===== src/rtl/stage4_dict_ctrl_if.sv =====
// Batch-in / snapshot-out handshake bundle between stage 3, the dictionary controller and stage 4.
// master = batch source and snapshot sink; slave = the dictionary controller.
interface stage4_dict_ctrl_if #(parameter int FW = 8);
    logic            in_valid;
    logic            in_ready;
    logic [2:0]      lane_valid;
    logic [15:0]     pmap_1, pmap_2, pmap_3;
    logic [3*FW-1:0] head_1, head_2, head_3;
    logic            out_valid;
    logic            out_ready;
    logic [FW-1:0]   pid_1, pid_2, pid_3;
    logic [FW-1:0]   mc_1, mc_2, mc_3;
    logic [FW-1:0]   mt_1, mt_2, mt_3;
    logic [2:0]      lane_err;

    modport master (
        output in_valid, lane_valid, pmap_1, pmap_2, pmap_3, head_1, head_2, head_3, out_ready,
        input  in_ready, out_valid, pid_1, pid_2, pid_3, mc_1, mc_2, mc_3, mt_1, mt_2, mt_3, lane_err
    );

    modport slave (
        input  in_valid, lane_valid, pmap_1, pmap_2, pmap_3, head_1, head_2, head_3, out_ready,
        output in_ready, out_valid, pid_1, pid_2, pid_3, mc_1, mc_2, mc_3, mt_1, mt_2, mt_3, lane_err
    );
endinterface


===== src/rtl/stage4_dict_ctrl.sv =====
// FAST copy-operator dictionary (PID/MC/MT) for stage 4; lanes of a batch are applied 1->2->3.
// Optional macro DICT_CTRL_CFG_LOAD_EN adds a direct dictionary load port honoured in IDLE.

module stage4_dict_lane_eval #(parameter int FW = 8) (
    input  logic            valid,
    input  logic [15:0]     pmap,
    input  logic [3*FW-1:0] head,
    input  logic [FW-1:0]   dict_pid,
    input  logic [FW-1:0]   dict_mc,
    input  logic [FW-1:0]   dict_mt,
    output logic [FW-1:0]   eff_pid,
    output logic [FW-1:0]   eff_mc,
    output logic [FW-1:0]   eff_mt,
    output logic            err,
    output logic            wr
);
    logic          legal;
    logic [FW-1:0] hb0, hb1, hb2, b_mc, b_mt;

    assign hb0   = head[3*FW-1 -: FW];
    assign hb1   = head[2*FW-1 -: FW];
    assign hb2   = head[FW-1:0];
    assign legal = pmap[15] && (pmap[11:0] == 12'h000);
    assign wr    = valid && legal;
    assign err   = valid && !legal;

    // Present fields consume head bytes in order, so each field's byte depends on those before it
    assign b_mc = pmap[14] ? hb1 : hb0;
    always_comb begin
        case ({pmap[14], pmap[13]})
            2'b00:   b_mt = hb0;
            2'b11:   b_mt = hb2;
            default: b_mt = hb1;
        endcase
    end

    assign eff_pid = (wr && pmap[14]) ? hb0  : dict_pid;
    assign eff_mc  = (wr && pmap[13]) ? b_mc : dict_mc;
    assign eff_mt  = (wr && pmap[12]) ? b_mt : dict_mt;
endmodule

module stage4_dict_ctrl #(
    parameter int            FW      = 8,
    parameter logic [FW-1:0] PID_RST = '0,
    parameter logic [FW-1:0] MC_RST  = '0,
    parameter logic [FW-1:0] MT_RST  = '0
) (
    input logic clk,
    input logic rst,
`ifdef DICT_CTRL_CFG_LOAD_EN
    input logic          cfg_we,
    input logic [FW-1:0] cfg_pid,
    input logic [FW-1:0] cfg_mc,
    input logic [FW-1:0] cfg_mt,
`endif
    stage4_dict_ctrl_if.slave bus
);
    typedef enum logic [2:0] {IDLE, L1, L2, L3, DONE} state_t;

    state_t                    state;
    logic [FW-1:0]             d_pid, d_mc, d_mt;
    logic [2:0]                lv_q;
    logic [2:0][15:0]          pmap_q;
    logic [2:0][3*FW-1:0]      head_q;
    logic [2:0][FW-1:0]        pid_q, mc_q, mt_q;
    logic [2:0]                err_q;
    logic                      ov_q;
    logic [1:0]                lane;
    logic [FW-1:0]             e_pid, e_mc, e_mt;
    logic                      e_err, e_wr;
    logic                      cfg_we_w;
    logic [FW-1:0]             cfg_pid_w, cfg_mc_w, cfg_mt_w;

`ifdef DICT_CTRL_CFG_LOAD_EN
    assign cfg_we_w  = cfg_we;
    assign cfg_pid_w = cfg_pid;
    assign cfg_mc_w  = cfg_mc;
    assign cfg_mt_w  = cfg_mt;
`else
    assign cfg_we_w  = 1'b0;
    assign cfg_pid_w = '0;
    assign cfg_mc_w  = '0;
    assign cfg_mt_w  = '0;
`endif

    always_comb begin
        lane = 2'd0;
        case (state)
            L2:      lane = 2'd1;
            L3:      lane = 2'd2;
            default: lane = 2'd0;
        endcase
    end

    // One evaluator shared by all lanes: sequential processing is what gives in-order dependency
    stage4_dict_lane_eval #(.FW(FW)) u_eval (
        .valid    (lv_q[lane]),
        .pmap     (pmap_q[lane]),
        .head     (head_q[lane]),
        .dict_pid (d_pid),
        .dict_mc  (d_mc),
        .dict_mt  (d_mt),
        .eff_pid  (e_pid),
        .eff_mc   (e_mc),
        .eff_mt   (e_mt),
        .err      (e_err),
        .wr       (e_wr)
    );

    always_ff @(posedge clk or posedge rst) begin
        if (rst) begin
            state  <= IDLE;
            d_pid  <= PID_RST;
            d_mc   <= MC_RST;
            d_mt   <= MT_RST;
            lv_q   <= '0;
            pmap_q <= '0;
            head_q <= '0;
            pid_q  <= '0;
            mc_q   <= '0;
            mt_q   <= '0;
            err_q  <= '0;
            ov_q   <= 1'b0;
        end else begin
            case (state)
                IDLE: begin
                    if (cfg_we_w) begin
                        d_pid <= cfg_pid_w;
                        d_mc  <= cfg_mc_w;
                        d_mt  <= cfg_mt_w;
                    end else if (bus.in_valid) begin
                        lv_q   <= bus.lane_valid;
                        pmap_q <= {bus.pmap_3, bus.pmap_2, bus.pmap_1};
                        head_q <= {bus.head_3, bus.head_2, bus.head_1};
                        err_q  <= '0;
                        state  <= L1;
                    end
                end
                L1, L2, L3: begin
                    pid_q[lane] <= e_pid;
                    mc_q[lane]  <= e_mc;
                    mt_q[lane]  <= e_mt;
                    err_q[lane] <= e_err;
                    if (e_wr) begin
                        d_pid <= e_pid;
                        d_mc  <= e_mc;
                        d_mt  <= e_mt;
                    end
                    state <= (state == L1) ? L2 : (state == L2) ? L3 : DONE;
                end
                DONE: begin
                    // Snapshot is presented one cycle after the last lane lands
                    if (!ov_q) begin
                        ov_q <= 1'b1;
                    end else if (bus.out_ready) begin
                        ov_q  <= 1'b0;
                        state <= IDLE;
                    end
                end
                default: state <= IDLE;
            endcase
        end
    end

    assign bus.in_ready  = (state == IDLE) && !cfg_we_w;
    assign bus.out_valid = ov_q;
    assign bus.lane_err  = err_q;
    assign bus.pid_1     = pid_q[0];
    assign bus.pid_2     = pid_q[1];
    assign bus.pid_3     = pid_q[2];
    assign bus.mc_1      = mc_q[0];
    assign bus.mc_2      = mc_q[1];
    assign bus.mc_3      = mc_q[2];
    assign bus.mt_1      = mt_q[0];
    assign bus.mt_2      = mt_q[1];
    assign bus.mt_3      = mt_q[2];
endmodule

===== src/flat_wrapper.sv =====
// flat-port wrapper written by rule: the top's interface ports become plain ports
module stage4_dict_ctrl_flat 
#(
    parameter int            FW      = 8,
    parameter logic [FW-1:0] PID_RST = '0,
    parameter logic [FW-1:0] MC_RST  = '0,
    parameter logic [FW-1:0] MT_RST  = '0
)
  (clk, rst, bus_in_valid, bus_lane_valid, bus_pmap_1, bus_pmap_2, bus_pmap_3, bus_head_1, bus_head_2, bus_head_3, bus_out_ready, bus_in_ready, bus_out_valid, bus_pid_1, bus_pid_2, bus_pid_3, bus_mc_1, bus_mc_2, bus_mc_3, bus_mt_1, bus_mt_2, bus_mt_3, bus_lane_err);
  stage4_dict_ctrl_if #(.FW(FW)) bus_i ();
  input logic clk;
  input logic rst;
  input wire logic [$bits(bus_i.in_valid)-1:0] bus_in_valid;
  input wire logic [$bits(bus_i.lane_valid)-1:0] bus_lane_valid;
  input wire logic [$bits(bus_i.pmap_1)-1:0] bus_pmap_1;
  input wire logic [$bits(bus_i.pmap_2)-1:0] bus_pmap_2;
  input wire logic [$bits(bus_i.pmap_3)-1:0] bus_pmap_3;
  input wire logic [$bits(bus_i.head_1)-1:0] bus_head_1;
  input wire logic [$bits(bus_i.head_2)-1:0] bus_head_2;
  input wire logic [$bits(bus_i.head_3)-1:0] bus_head_3;
  input wire logic [$bits(bus_i.out_ready)-1:0] bus_out_ready;
  output wire logic [$bits(bus_i.in_ready)-1:0] bus_in_ready;
  output wire logic [$bits(bus_i.out_valid)-1:0] bus_out_valid;
  output wire logic [$bits(bus_i.pid_1)-1:0] bus_pid_1;
  output wire logic [$bits(bus_i.pid_2)-1:0] bus_pid_2;
  output wire logic [$bits(bus_i.pid_3)-1:0] bus_pid_3;
  output wire logic [$bits(bus_i.mc_1)-1:0] bus_mc_1;
  output wire logic [$bits(bus_i.mc_2)-1:0] bus_mc_2;
  output wire logic [$bits(bus_i.mc_3)-1:0] bus_mc_3;
  output wire logic [$bits(bus_i.mt_1)-1:0] bus_mt_1;
  output wire logic [$bits(bus_i.mt_2)-1:0] bus_mt_2;
  output wire logic [$bits(bus_i.mt_3)-1:0] bus_mt_3;
  output wire logic [$bits(bus_i.lane_err)-1:0] bus_lane_err;
  assign bus_i.in_valid = bus_in_valid;
  assign bus_i.lane_valid = bus_lane_valid;
  assign bus_i.pmap_1 = bus_pmap_1;
  assign bus_i.pmap_2 = bus_pmap_2;
  assign bus_i.pmap_3 = bus_pmap_3;
  assign bus_i.head_1 = bus_head_1;
  assign bus_i.head_2 = bus_head_2;
  assign bus_i.head_3 = bus_head_3;
  assign bus_i.out_ready = bus_out_ready;
  assign bus_in_ready = bus_i.in_ready;
  assign bus_out_valid = bus_i.out_valid;
  assign bus_pid_1 = bus_i.pid_1;
  assign bus_pid_2 = bus_i.pid_2;
  assign bus_pid_3 = bus_i.pid_3;
  assign bus_mc_1 = bus_i.mc_1;
  assign bus_mc_2 = bus_i.mc_2;
  assign bus_mc_3 = bus_i.mc_3;
  assign bus_mt_1 = bus_i.mt_1;
  assign bus_mt_2 = bus_i.mt_2;
  assign bus_mt_3 = bus_i.mt_3;
  assign bus_lane_err = bus_i.lane_err;
  stage4_dict_ctrl #(.FW(FW), .PID_RST(PID_RST), .MC_RST(MC_RST), .MT_RST(MT_RST)) u_core (.clk(clk), .rst(rst), .bus(bus_i));
endmodule

===== config.mk =====
export PLATFORM = sky130hd
export DESIGN_NAME = stage4_dict_ctrl_flat
export DESIGN_NICKNAME = d
export VERILOG_FILES = /design/src/rtl/stage4_dict_ctrl_if.sv /design/src/rtl/stage4_dict_ctrl.sv /design/src/flat_wrapper.sv
export SDC_FILE = /design/constraint.sdc
export NUM_CORES = 1
export LEC_CHECK = 0
export CAP_MARGIN = 5
export CELL_PAD_IN_SITES_DETAIL_PLACEMENT = 0
export CELL_PAD_IN_SITES_GLOBAL_PLACEMENT = 1
export CORE_MARGIN = 2
export CORE_UTILIZATION = 35
export DETAILED_ROUTE_END_ITERATION = 8
export DONT_BUFFER_PORTS = 1
export GPL_ROUTABILITY_DRIVEN = 1
export PLACE_DENSITY = 0.56
export SYNTH_ARGS = -nofsm -noshare
export SYNTH_HDL_FRONTEND = slang
export SYNTH_SLANG_ARGS = --single-unit

===== constraint.sdc =====
create_clock -name clk -period 6.7 [get_ports clk]
set_input_delay 0.67 -clock clk [delete_from_list [all_inputs] [get_ports clk]]
set_output_delay 0.67 -clock clk [all_outputs]
set_load 0.02 [all_outputs]

After elaboration in Yosys (flattened, before gate mapping) --
Index checks and enable logic that the tools add are counted.
Storage, ports and cells: bits of input ports 127, flip-flop bits (word level) 226, output and inout bits 77
Operators by class: muxes and demuxes 30, order comparisons 2, reductions and logical operators 17, equal/unequal tests 8
Operators by type and width (number):
- 24-bit bitwise mux | 3
- 24-bit binary-select mux with 2-bit select | 1
- 8-bit two-way mux | 5
- 16-bit binary-select mux with 2-bit select | 1
- 24-bit two-way mux | 1
- 3-bit two-way mux | 6
- 8-bit demux with 2-bit select | 1
- 16-bit two-way mux | 1
- 8-bit one-hot mux with 2 select lines | 1
- 12-bit logical NOT | 1
- 3-bit one-hot mux with 3 select lines | 1
- 1-bit logical AND | 7
- 3-bit by 2-bit equality test with 1-bit output (second input constant) | 2
- 3-bit one-hot mux with 2 select lines | 1
- 2-bit AND reduction | 3
- 1-bit two-way mux | 4
- 2-bit inequality test (second input constant) | 2
- 2-bit one-hot mux with 2 select lines | 1
- 3-bit bitwise mux | 1
- 3-bit by 1-bit equality test with 1-bit output (second input constant) | 1
- 3-bit equality test (second input constant) | 1
- 3-bit logical NOT | 1
- 2-bit by 3-bit less-than comparator with 1-bit output (second input constant) | 1
- 3-bit AND reduction | 1
- other kinds (9) | 9

Depth between registers and ports, before layout --
depth in word-level cells 10, mapped depth 12, gate-level depth less buffers 10

Cells and area by module --
From an unflattened synthesis, not the netlist that was laid out.
Unflattened totals: cells, all modules 712, area total of the unflattened synthesis 9985.8 µm²
By module, submodules not included:
- stage4_dict_ctrl | instances 1, area each 9265.1 µm², cells each 634
- stage4_dict_lane_eval | instances 1, area each 720.7 µm², cells each 78

Worst setup path after synthesis --
OpenSTA, ideal clock, no wires.
path kind register to register, start point register u_core.state[0], end point register u_core.d_mt[6], setup slack 4113 ps, arrival time 2463 ps, data required time 6575 ps, cell stages (with the launch flop) 11, setup time 125 ps, buffers on the path 1, cell sequence dfrtp_1 buf_2 mux2_2 mux2i_1 inv_2 ha_1 clkinv_1 nand2_1 a211o_1 o221ai_1 mux2_2
On the way: longest elaborated chain between the ends 9, elaborated cells between the ends (all ways) 20
Ends and longest elaborated chain:
- from (decl) | RTL line stage4_dict_ctrl.sv:60 | state_t state;
- from (signal assigned) | RTL line stage4_dict_ctrl.sv:149 | state <= (state == L1) ? L2 : (state == L2) ? L3 : DONE;
- 3-bit by 2-bit equality test with 1-bit output | RTL line stage4_dict_ctrl.sv:88, stage4_dict_ctrl.sv:125
- 2-bit one-hot mux with 2 select lines | RTL line stage4_dict_ctrl.sv:88 | case (state)
- 16-bit binary-select mux with 2-bit select | RTL line stage4_dict_ctrl.sv:98 | .pmap (pmap_q[lane]),
- 16-bit two-way mux (implied by the code) | RTL line stage4_dict_ctrl.sv:98
- 12-bit logical NOT | RTL line stage4_dict_ctrl.sv:23 | assign legal = pmap[15] && (pmap[11:0] == 12'h000);
- 1-bit logical AND | RTL line stage4_dict_ctrl.sv:23
- 1-bit logical AND | RTL line stage4_dict_ctrl.sv:24 | assign wr = valid && legal;
- 1-bit logical AND | RTL line stage4_dict_ctrl.sv:39 | assign eff_mt = (wr && pmap[12]) ? b_mt : dict_mt;
- 8-bit two-way mux | RTL line stage4_dict_ctrl.sv:39
- to (signal assigned) | RTL line stage4_dict_ctrl.sv:130 | d_mt <= cfg_mt_w;
- to (signal assigned) | RTL line stage4_dict_ctrl.sv:147 | d_mt <= e_mt;
- to (decl) | RTL line stage4_dict_ctrl.sv:61 | logic [FW-1:0] d_pid, d_mc, d_mt;
Parallel ways exist; a longest one is shown, timed or not. The select of a mux whose other input is x is not followed. A chain may end at the register's enable or synchronous reset.

Final worst setup path --
start point register u_core.state[1], end point register u_core.mt_q, in the netlist u_core.bus.mt_2[5]
On the way: longest elaborated chain between the ends 10, elaborated cells between the ends (all ways) 25
Ends and longest elaborated chain:
- 3-bit by 2-bit equality test with 1-bit output | RTL line stage4_dict_ctrl.sv:88, stage4_dict_ctrl.sv:125
- 2-bit one-hot mux with 2 select lines | RTL line stage4_dict_ctrl.sv:88
- 16-bit binary-select mux with 2-bit select | RTL line stage4_dict_ctrl.sv:98
- 16-bit two-way mux (implied by the code) | RTL line stage4_dict_ctrl.sv:98
- 12-bit logical NOT | RTL line stage4_dict_ctrl.sv:23
- 1-bit logical AND | RTL line stage4_dict_ctrl.sv:23
- 1-bit logical AND | RTL line stage4_dict_ctrl.sv:24
- 1-bit logical AND | RTL line stage4_dict_ctrl.sv:39
- 8-bit two-way mux | RTL line stage4_dict_ctrl.sv:39
- 24-bit bitwise mux | RTL line stage4_dict_ctrl.sv:142 | mt_q[lane] <= e_mt;
- to (signal, indexed assignment) | RTL line stage4_dict_ctrl.sv:142
- to (decl) | RTL line stage4_dict_ctrl.sv:65 | logic [2:0][FW-1:0] pid_q, mc_q, mt_q;
Parallel ways exist; a longest one is shown, timed or not. The select of a mux whose other input is x is not followed.

==> impl_table.tex <==
\begin{tabular}{lr}
\hline
Metric & Value \\
\hline
\multicolumn{2}{l}{\textbf{Yosys}} \\
Top post-synthesis cells by area & dfrtp\_1 (58\%), mux2\_2 (17\%), mux2i\_1 (7.6\%) \\
Share of async-settable or async-resettable flops after synthesis & 100\% \\
Most used flip-flop cell after synthesis & dfrtp\_1 \\
Post-synthesis sequential area ratio & 57.6\% \\
Synthesized flop and latch total & 226 \\
Dominant cell type by area after synthesis & dfrtp\_1 \\
Leading post-synthesis cells by instance count & dfrtp\_1 (226), mux2\_2 (144), nand2\_1 (94) \\
Syn avg cell area & 12.7 sq um \\
Synthesis warning total & 0 \\
Number of nets produced by synthesis & 903 \\
Dominant cell by count in the synthesized netlist & dfrtp\_1 \\
Post-synthesis instance area & 9810 sq um \\
Number of enable-type register cells in the synthesized netlist & 0 \\
Fraction of synthesized cell area taken by the top area cell type & 57.6\% \\
Synthesized instance count & 774 \\
Number of distinct library cells after synthesis & 47 \\
\multicolumn{2}{l}{\textbf{Cells and area}} \\
Most flops, register & u\_core.head\_q \\
P\&R area growth vs syn & 11.4\% \\
Proportion of layout cells with a drive suffix above 1 & 27.1\% \\
Post-route standard cell area excluding fillers & 10900 sq um \\
Flip-flop count of the largest register after layout & 72 \\
Biggest registers after layout & u\_core.head\_q (72), u\_core.pmap\_q (48) \\
Post-layout net count & 887 \\
\multicolumn{2}{l}{\textbf{Setup path}} \\
Critical setup path kind & register to register \\
Worst r2r path cells & 10 \\
Critical path data required time & 7060 ps \\
Kind of start point of the critical path & register \\
Highest net fanout along the worst path & 42 \\
Worst-case register-to-register setup slack & 2680 ps \\
Launch instance of the worst register-to-register path & u\_core.state[1]\$\_DFFE\_PP0P\_ \\
Kind of end point of the critical path & register \\
Arrival time of data at the critical path endpoint & 4380 ps \\
R2R Path End & u\_core.bus.mt\_2[5]\$\_DFFE\_PP0P\_ \\
\multicolumn{2}{l}{\textbf{Clock network}} \\
Post-CTS Hold Buffers & 0 \\
Setup repair bufs after CTS & 0 \\
Total clock sinks & 226 \\
CTS tree & yes \\
\# H-tree levels & 1 \\
Clock latency on the worst-skew pair & 520 ps \\
Buffer levels on the longest clock path & 3 \\
Num CTS Buffers & 25 \\
PostCTS Resize Cnt & 0 \\
CTS clk-pin slew, worst paths & 60 ps \\
Clock Tree Root & clkbuf\_16 \\
\multicolumn{2}{l}{\textbf{Global route}} \\
Wire length of the first global-routing pass & 36.5 mm \\
Number of global-route vias before repair & 6119 \\
Global-route total usage across every layer & 16.3\% \\
Initial antenna violation count & 13 \\
Overall overflow remaining after global route & 0 \\
Maximum number of pins on one net before global-route repair & 131 \\
\multicolumn{2}{l}{\textbf{Power and ir drop}} \\
Maximum resistive drop on vdd & 0.232 mV \\
Leakage power figure & 4.72 nW \\
PD cells & 553 nW/um\^{}2 \\
\multicolumn{2}{l}{\textbf{STA}} \\
Slew margin rel. & 32.4\% \\
Final-report setup violation count & 0 \\
Worst clock skew & 9.14 ps \\
Tmin final & 4020 ps \\
Final clock period utilization by the worst path & 60.0\% \\
Setup slack of the critical path after layout & 2680 ps \\
Setup total negative slack & 0 ps \\
Slew Limit Fails & 0 \\
Slew at the pin with the worst max-slew slack & 1010 ps \\
Final hold violation count & 0 \\
Max Clk Rate & 249 MHz \\
RSZ-0062 raised after global routing & false \\
\multicolumn{2}{l}{\textbf{Run}} \\
Maximum Capacitance Violations & 0 \\
\multicolumn{2}{l}{\textbf{Floorplan}} \\
Horizontal die dimension & 171 um \\
Number of primary I/O pins & 204 \\
Floorplan die area & 29400 sq um \\
Initial core utilization & 35.4\% \\
Die height & 171 um \\
Floorplan Core Area & 27700 sq um \\
Core Rows & 61 \\
\multicolumn{2}{l}{\textbf{Placement}} \\
Post-Place Cell Area & 10100 sq um \\
Global placer's final weighted congestion & 0.756 \\
Final HPWL from detailed placement & 17.9 mm \\
Setup Slack @ Placement & 2640 ps \\
I/O Buffers & 0 \\
\multicolumn{2}{l}{\textbf{Status}} \\
Status & completed \\
\multicolumn{2}{l}{\textbf{Hold path}} \\
Class of the most critical hold timing path & input port to async pin \\
\multicolumn{2}{l}{\textbf{Routing}} \\
Post-DRT Antenna Nets & 0 \\
Vias post-DR & 5760 \\
Aggregate routed wire length & 24.0 mm \\
Count of unresolved DRC violations after routing & 0 \\
Detailed Route Iter0 Violations & 256 \\
Avg WL per Cell & 20.7 um \\
1st-pass router iterations & 4 \\
Vias per std cell & 4.97 \\
\hline
\end{tabular}
-- cells by family (layout without fill, tap and decap cells) --
| family | count (synthesis) | in the layout | synth area share (%) |
|---|---|---|---|
| simple gates | 143 | 143 | 6.87 |
| fa+ha+maj | 2 | 2 | 0.255 |
| mux | 227 | 227 | 25.4 |
| xor+xnor | 1 | 1 | 0.0893 |
| buf+inv | 52 | 52 | 2.41 |
| flops | 226 | 226 | 57.6 |
| other cells | 0 | 8 | 0 |
| compound gates | 123 | 123 | 7.36 |
-- metal layers --
metal	part of all wire [%]	global-route usage (%)
met5	0.30	0
met3	9.3	6.37
met2	45	25.5
met1	43	21.3
met4	2.1	3.76
-- worst max-delay path, cell delays in order (launching register included) --
cell	delay (ps)
dfrtp_1	510
nor2b_4	800
mux2i_1	520
inv_2	220
ha_1	370
clkinv_1	230
nand2_1	340
a211o_1	170
o221ai_1	240
mux2i_1	310
o21ai_0	110
-- worst max-delay path by stage --
stage	from	end	slack (ps)	cells after the start
after floorplan	rst	u_core.bus.lane_err[0]$_DFFE_PP0P_	3080	1
after global placement	u_core.state[0]$_DFFE_PP0P_	u_core.bus.mt_2[5]$_DFFE_PP0P_	2760	10
after detailed placement	u_core.state[0]$_DFFE_PP0P_	u_core.bus.mt_1[5]$_DFFE_PP0P_	2640	10
after CTS	u_core.state[0]$_DFFE_PP0P_	u_core.bus.mt_1[5]$_DFFE_PP0P_	2620	10
after global routing	u_core.state[1]$_DFFE_PP0P_	u_core.bus.mt_2[5]$_DFFE_PP0P_	2290	10
final	u_core.state[1]$_DFFE_PP0P_	u_core.bus.mt_2[5]$_DFFE_PP0P_	2680	10
-- power by group --
group,internal [W],switching (W)
Sequential,0.00197,0.000617
Combinational,0.000937,0.00119
Clock,0.000794,0.000532
Total,0.00370,0.00234
-- cell usage in the layout (no fill, tap or decap), types with 3 or more instances in the layout --
| master | n |
|---|---|
| clkbuf_8 | 3 |
| mux2i_1 | 75 |
| diode_2 | 8 |
| clkbuf_16 | 25 |
| o21ai_0 | 66 |
| nor2_1 | 23 |
| a211o_1 | 7 |
| o221ai_1 | 7 |
| mux2_4 | 8 |
| clkinv_2 | 4 |
| a21oi_1 | 9 |
| mux2_2 | 144 |
| buf_4 | 3 |
| dfrtp_1 | 225 |
| o21ai_1 | 16 |
| nor4_1 | 6 |
| clkbuf_1 | 7 |
| nand2_1 | 94 |
| o21a_1 | 8 |
-- layout make-up --
cell class | count | area, sq um
fill | 2647 | 16800
clock inverter | 8 | 96.3
sequential | 226 | 5660
timing repair buffer | 4 | 42.5
inverter | 5 | 22.5
multi-input combinational | 496 | 3930
clock buffer | 35 | 693
antenna | 8 | 20.0
tap | 378 | 473
-- stage by stage --
| stage | utilization [%] | instances | hold slack, ps | total power (W) |
|---|---|---|---|---|
| 2_1_floorplan | - | 774 | 472 | 0.00414 |
| 3_3_place_gp | 36.6 | 1109 | 487 | 0.00469 |
| 3_5_place_dp | 36.6 | 1109 | 496 | 0.00480 |
| 4_1_cts | 39.4 | 1152 | 240 | 0.00615 |
| 5_1_grt | 39.4 | 1157 | 264 | 0.00648 |
| 6_report | 39.5 | 1160 | 226 | 0.00605 |
Power figures use the tool's default switching activity.
